==> config.mk <==
export PLATFORM = sky130hd
export DESIGN_NAME = sram_write_arbiter
export DESIGN_NICKNAME = d
export VERILOG_FILES = /design/src/rtl/sram_write_arbiter.sv
export SDC_FILE = /design/constraint.sdc
export NUM_CORES = 1
export LEC_CHECK = 0
export CAP_MARGIN = 20
export CORE_AREA = 2 2 340 342
export CTS_CLUSTER_SIZE = 20
export DETAILED_ROUTE_END_ITERATION = 12
export DIE_AREA = 0 0 342 344
export RECOVER_POWER = 50
export SETUP_SLACK_MARGIN = 0.02
export SYNTH_ARGS = -nofsm -noshare
export SYNTH_HDL_FRONTEND = slang
export SYNTH_SLANG_ARGS = --single-unit
==> constraint.sdc <==
create_clock -name clk -period 5.1 [get_ports clk]
set_clock_uncertainty 0.15 [all_clocks]
set_input_delay 1.02 -clock clk [delete_from_list [all_inputs] [get_ports clk]]
set_output_delay 1.02 -clock clk [all_outputs]
set_load 0.01 [all_outputs]
==> src/rtl/sram_write_arbiter.sv <==
// Shares the scratchpad SRAM write port between frontend stores and backend DRAM fills, with anti-starvation forcing.
// One-cycle request-to-valid latency; a stalled slot (valid && !ready) holds its contents and withholds both readies.
module sram_write_arbiter #(
   parameter int XBAR_W        = 32,
   parameter int DATA_W        = 256,
   parameter int MAX_FE_STREAK = 4
) (
   input  logic              clk,
   input  logic              n_rst,
   input  logic              fe_req_valid,
   output logic              fe_req_ready,
   input  logic              fe_row_or_col,
   input  logic [XBAR_W-1:0] fe_xbar,
   input  logic [DATA_W-1:0] fe_wdata,
   input  logic              be_req_valid,
   output logic              be_req_ready,
   input  logic              be_row_or_col,
   input  logic [XBAR_W-1:0] be_xbar,
   input  logic [DATA_W-1:0] be_wdata,
   input  logic              be_queue_full,
   output logic              sram_wr_valid,
   input  logic              sram_wr_ready,
   output logic              sram_wr_src,
   output logic              sram_row_or_col,
   output logic [XBAR_W-1:0] sram_xbar,
   output logic [DATA_W-1:0] sram_wdata,
   output logic [3:0]        fe_streak
);

   typedef struct packed {
      logic              row_or_col;
      logic [XBAR_W-1:0] xbar;
      logic [DATA_W-1:0] wdata;
   } wr_req_t;

   wr_req_t fe_req;
   wr_req_t be_req;
   wr_req_t slot;

   logic slot_free;
   logic be_force;
   logic fe_grant;
   logic be_grant;

   assign fe_req = '{row_or_col: fe_row_or_col, xbar: fe_xbar, wdata: fe_wdata};
   assign be_req = '{row_or_col: be_row_or_col, xbar: be_xbar, wdata: be_wdata};

   // A draining slot can be refilled in the same cycle, so no bubble between writes.
   assign slot_free = !sram_wr_valid || sram_wr_ready;
   assign be_force  = be_req_valid && (be_queue_full || (fe_streak >= 4'(MAX_FE_STREAK)));

   // Gated by n_rst so neither requester sees an accept while reset is asserted.
   assign fe_grant = n_rst && slot_free && fe_req_valid && !be_force;
   assign be_grant = n_rst && slot_free && be_req_valid && (be_force || !fe_req_valid);

   assign fe_req_ready = fe_grant;
   assign be_req_ready = be_grant;

   assign sram_row_or_col = slot.row_or_col;
   assign sram_xbar       = slot.xbar;
   assign sram_wdata      = slot.wdata;

   always_ff @(posedge clk or negedge n_rst) begin
      if (!n_rst) begin
         slot          <= '0;
         sram_wr_valid <= 1'b0;
         sram_wr_src   <= 1'b0;
         fe_streak     <= 4'd0;
      end else begin
         if (fe_grant || be_grant) begin
            slot          <= be_grant ? be_req : fe_req;
            sram_wr_valid <= 1'b1;
            sram_wr_src   <= be_grant;
         end else if (sram_wr_ready) begin
            sram_wr_valid <= 1'b0;
         end

         // Streak only counts frontend wins that made a waiting backend wait longer.
         if (fe_grant) begin
            if (be_req_valid)
               fe_streak <= (fe_streak == 4'hF) ? fe_streak : fe_streak + 4'd1;
            else
               fe_streak <= 4'd0;
         end else if (be_grant) begin
            fe_streak <= 4'd0;
         end
      end
   end

endmodule

==> metrics.md <==
| Metric | Value |
|---|---|
| Total CTS buffers | 38 |
| MaxCap Viol Count | 4 |
| Seq cells post-synth | 295 |
| Crit. Startpoint | be_req_valid |
| Final HPWL DP | 63300 microns |
| Count of buffers from port buffering | 880 |
| Post-cts hold buffer count | 0 |
| Worst-path clk slew | 0.06 ns |
| Reg2Reg Launch Point | sram_wr_valid |
| Worst R2R Setup Slack | 1.62 ns |
| Commonest non-fill, non-tap cell in the layout | clkdlybuf4s50_1 |
| Die Y | 344 microns |
| Clock Sink Count | 295 |
| Syn_nets | 1957 |
| WL per Instance | 23.7 microns |
| CP max-delay cell | clkdlybuf4s50_1 |
| R2R cell count | 4 |
| # Post-CTS Setup Buffers | 0 |
| Final worst path period share | 84.9% |
| Ports | 881 |
| End point of the critical path | fe_req_ready |
| DRT antenna net count | 0 |
| Drt first-iter violations | 1170 |
| Via count | 15900 |
| Worst path depth | 5 |
| Status | finished with violations |
| Syn Inst Count | 1372 |
| Die width | 342 microns |
| Cell Chain, Critical Path | clkdlybuf4s50_1 -> buf_4 -> o31a_2 -> nor2_1 -> clkdlybuf4s50_1 |
| TritonCTS clock tree | done |
| First-pass GRT wire length | 120000 microns |
| Residual DRC | 0 |
| Failing checks | max-capacitance violations, max-slew violations |
| FMAX | 231 MHz |
| Vias in the first global route | 15700 |
| Nets@finish | 2711 |
| Routability cong. | 0.915 |
| GRT Util Overall | 13.8% |
| Critical path data arrival time | 3.16 ns |
| Worst vdd ir | 0.179 mV |
| Via density per instance | 4.34 |
| Largest net degree at the start of global routing | 153 |
| Share of cells above drive strength 1 | 4.23% |
| Die area | 0.118 sq mm |
| Final hold vios | 0 |
| Mean area per synthesized cell | 10.4 sq um |
| Area of the multi-input gates | 0.00594 sq mm |
| Resized cells post-CTS | 0 |
| Worst skew pair latency | 0.58 ns |
| Crit Path Category | input pin to output pin |
| Cell family with most CP delay | buffers and inverters |
| Crit-path max cell delay | 0.69 ns |
| Drt pass-1 iters | 5 |
| Total negative slack | 0 ns |
| Final setup viols | 0 |
| Syn. warnings | 0 |
| RSZ-0062 raised after global routing | no |
| Area grow syn2layout | 80.2% |
| Leakage Power | 9.91 nW |
| Hold Slack | 0.330 ns |
| Reg2Reg Capture Point | sram_wdata[223] |
| Root Buffer | clkbuf_16 |
| Starting Density | 12.5% |
| Most common cell on crit path | clkdlybuf4s50_1 |
| Crit. End Element | output pin |
| H-Tree Depth | 2 |
| WP data required | 3.93 ns |
| Slew headroom | -89.4% |
| Slew Viols, Final | 269 |
| Cell Pwr Density | 333 mW/mm^2 |
| Commonest non-fill, non-tap cells in the layout | clkdlybuf4s50_1, dfrtp_1, nand2_1 |
| Storage cell area | 0.00738 sq mm |
| Final WL | 87000 microns |
| Seq/Total Area, Yosys | 51.9% |
| Post-synth cell types | 24 |
| Worst path bufs/invs | 3 |
| # rows | 124 |
| Hold Crit Class | flip-flop to flip-flop |
| Crit path time final | 4.33 ns |
| Maximum clock path buffer count | 3 |
| Post-Synthesis Cell Area | 0.0142 sq mm |
| Max FO, Critical Path | 4 |
| Filler cell count | 12300 |
| Core area | 0.114 sq mm |
| Initial antenna violation count | 9 |
| Total grt overflow | 0 |
| Worst slew pin tran | 2.84 ns |
| Crit start category | input pin |
-- worst register-to-register path, delay by kind of cell, from the launching register on --
kind / cells / cell delay (ns)
flops: 1 / 0.37
compound gates: 2 / 0.83
buf+inv: 1 / 1.91
simple gates: 1 / 0.14
-- cell usage after synthesis (all sizes together) --
master | n | share of area (%)
nor4b | 1 | 0.17
clkbuf | 138 | 3.6
o31a | 1 | 0.062
a22o | 2 | 0.12
nor4 | 290 | 13
a221o | 289 | 20
and2b | 1 | 0.062
nand2 | 290 | 7.7
inv | 2 | 0.053
mux2 | 1 | 0.079
dfrtp | 295 | 52
buf | 54 | 2.6
nor2 | 1 | 0.026
and4 | 1 | 0.062
and2 | 1 | 0.044
a21o | 1 | 0.053
ha | 1 | 0.088
nand2b | 1 | 0.044
o211ai | 1 | 0.088
nand3 | 1 | 0.035
-- state kept, by name, indices dropped and copies added, names as in the netlist --
name,cells
sram_row_or_col,1
sram_wr_src,1
sram_xbar,32
fe_streak,4
sram_wr_valid,1
sram_wdata,256
-- how the worst min path moves through the flow --
stage / from / endpoint / cells after the start
finish: sram_wr_src / sram_wr_src / 1
global route: sram_wr_src / sram_wr_src / 1
CTS: sram_wr_src / sram_wr_src / 1
detailed placement: sram_wr_src / sram_wr_src / 1
global placement: sram_wr_src / sram_wr_src / 1
floorplan: sram_wr_src / sram_wr_src / 1
-- per-layer routing --
layer | track usage [%] | routed length (microns) | vias to the layer above
met5 | 0 | 13 | -
met4 | 3.54 | 2060 | 2
met3 | 4.12 | 7600 | 91
met2 | 21.9 | 40300 | 817
met1 | 18.3 | 37000 | 8013
li1 | - | - | 7017
-- power by group --
part | internal, mW | total, mW | switching [mW]
Sequential | 2.76 | 3.07 | 0.306
Combinational | 1.42 | 2.69 | 1.27
Clock | 1.64 | 2.78 | 1.14
-- cell type report --
type | instances | share of cell area, %
Sequential cell | 295 | 28.8
Clock buffer | 54 | 4.26
Antenna cell | 7 | 0.0684
Inverter | 2 | 0.0586
Multi-Input combinational cell | 883 | 23.2
Clock inverter | 13 | 0.601
Tap cell | 1512 | 7.38
Timing Repair Buffer | 906 | 35.6
-- stage by stage --
step                area (sq um)  power [mW]  setup WS (ns)  util (%)  instances
finish                     25600        8.54          0.768      22.5       3672
global route               25600        8.92          0.429      22.5       3666
CTS                        25700        8.78          0.548      22.5       3665
detailed placement         24400        5.90          0.566      21.4       3598
global placement           24400        5.91          0.549      21.4       3598
floorplan                  14200        3.95           2.06         -       1372
-- logic make-up (layout without fill, tap and decap cells) --
group / Yosys count / in the layout / share of synthesized area, %
AND/OR/NAND/NOR: 587 / 587 / 21.0
flip-flops: 295 / 295 / 51.9
AO/OA/AOI/OAI: 294 / 294 / 20.7
buffers and inverters: 194 / 975 / 6.25
adder cells (fa/ha/maj): 1 / 1 / 0.0880
multiplexers: 1 / 1 / 0.0792
other: 0 / 7 / 0
(Power assumes the default switching activity.)
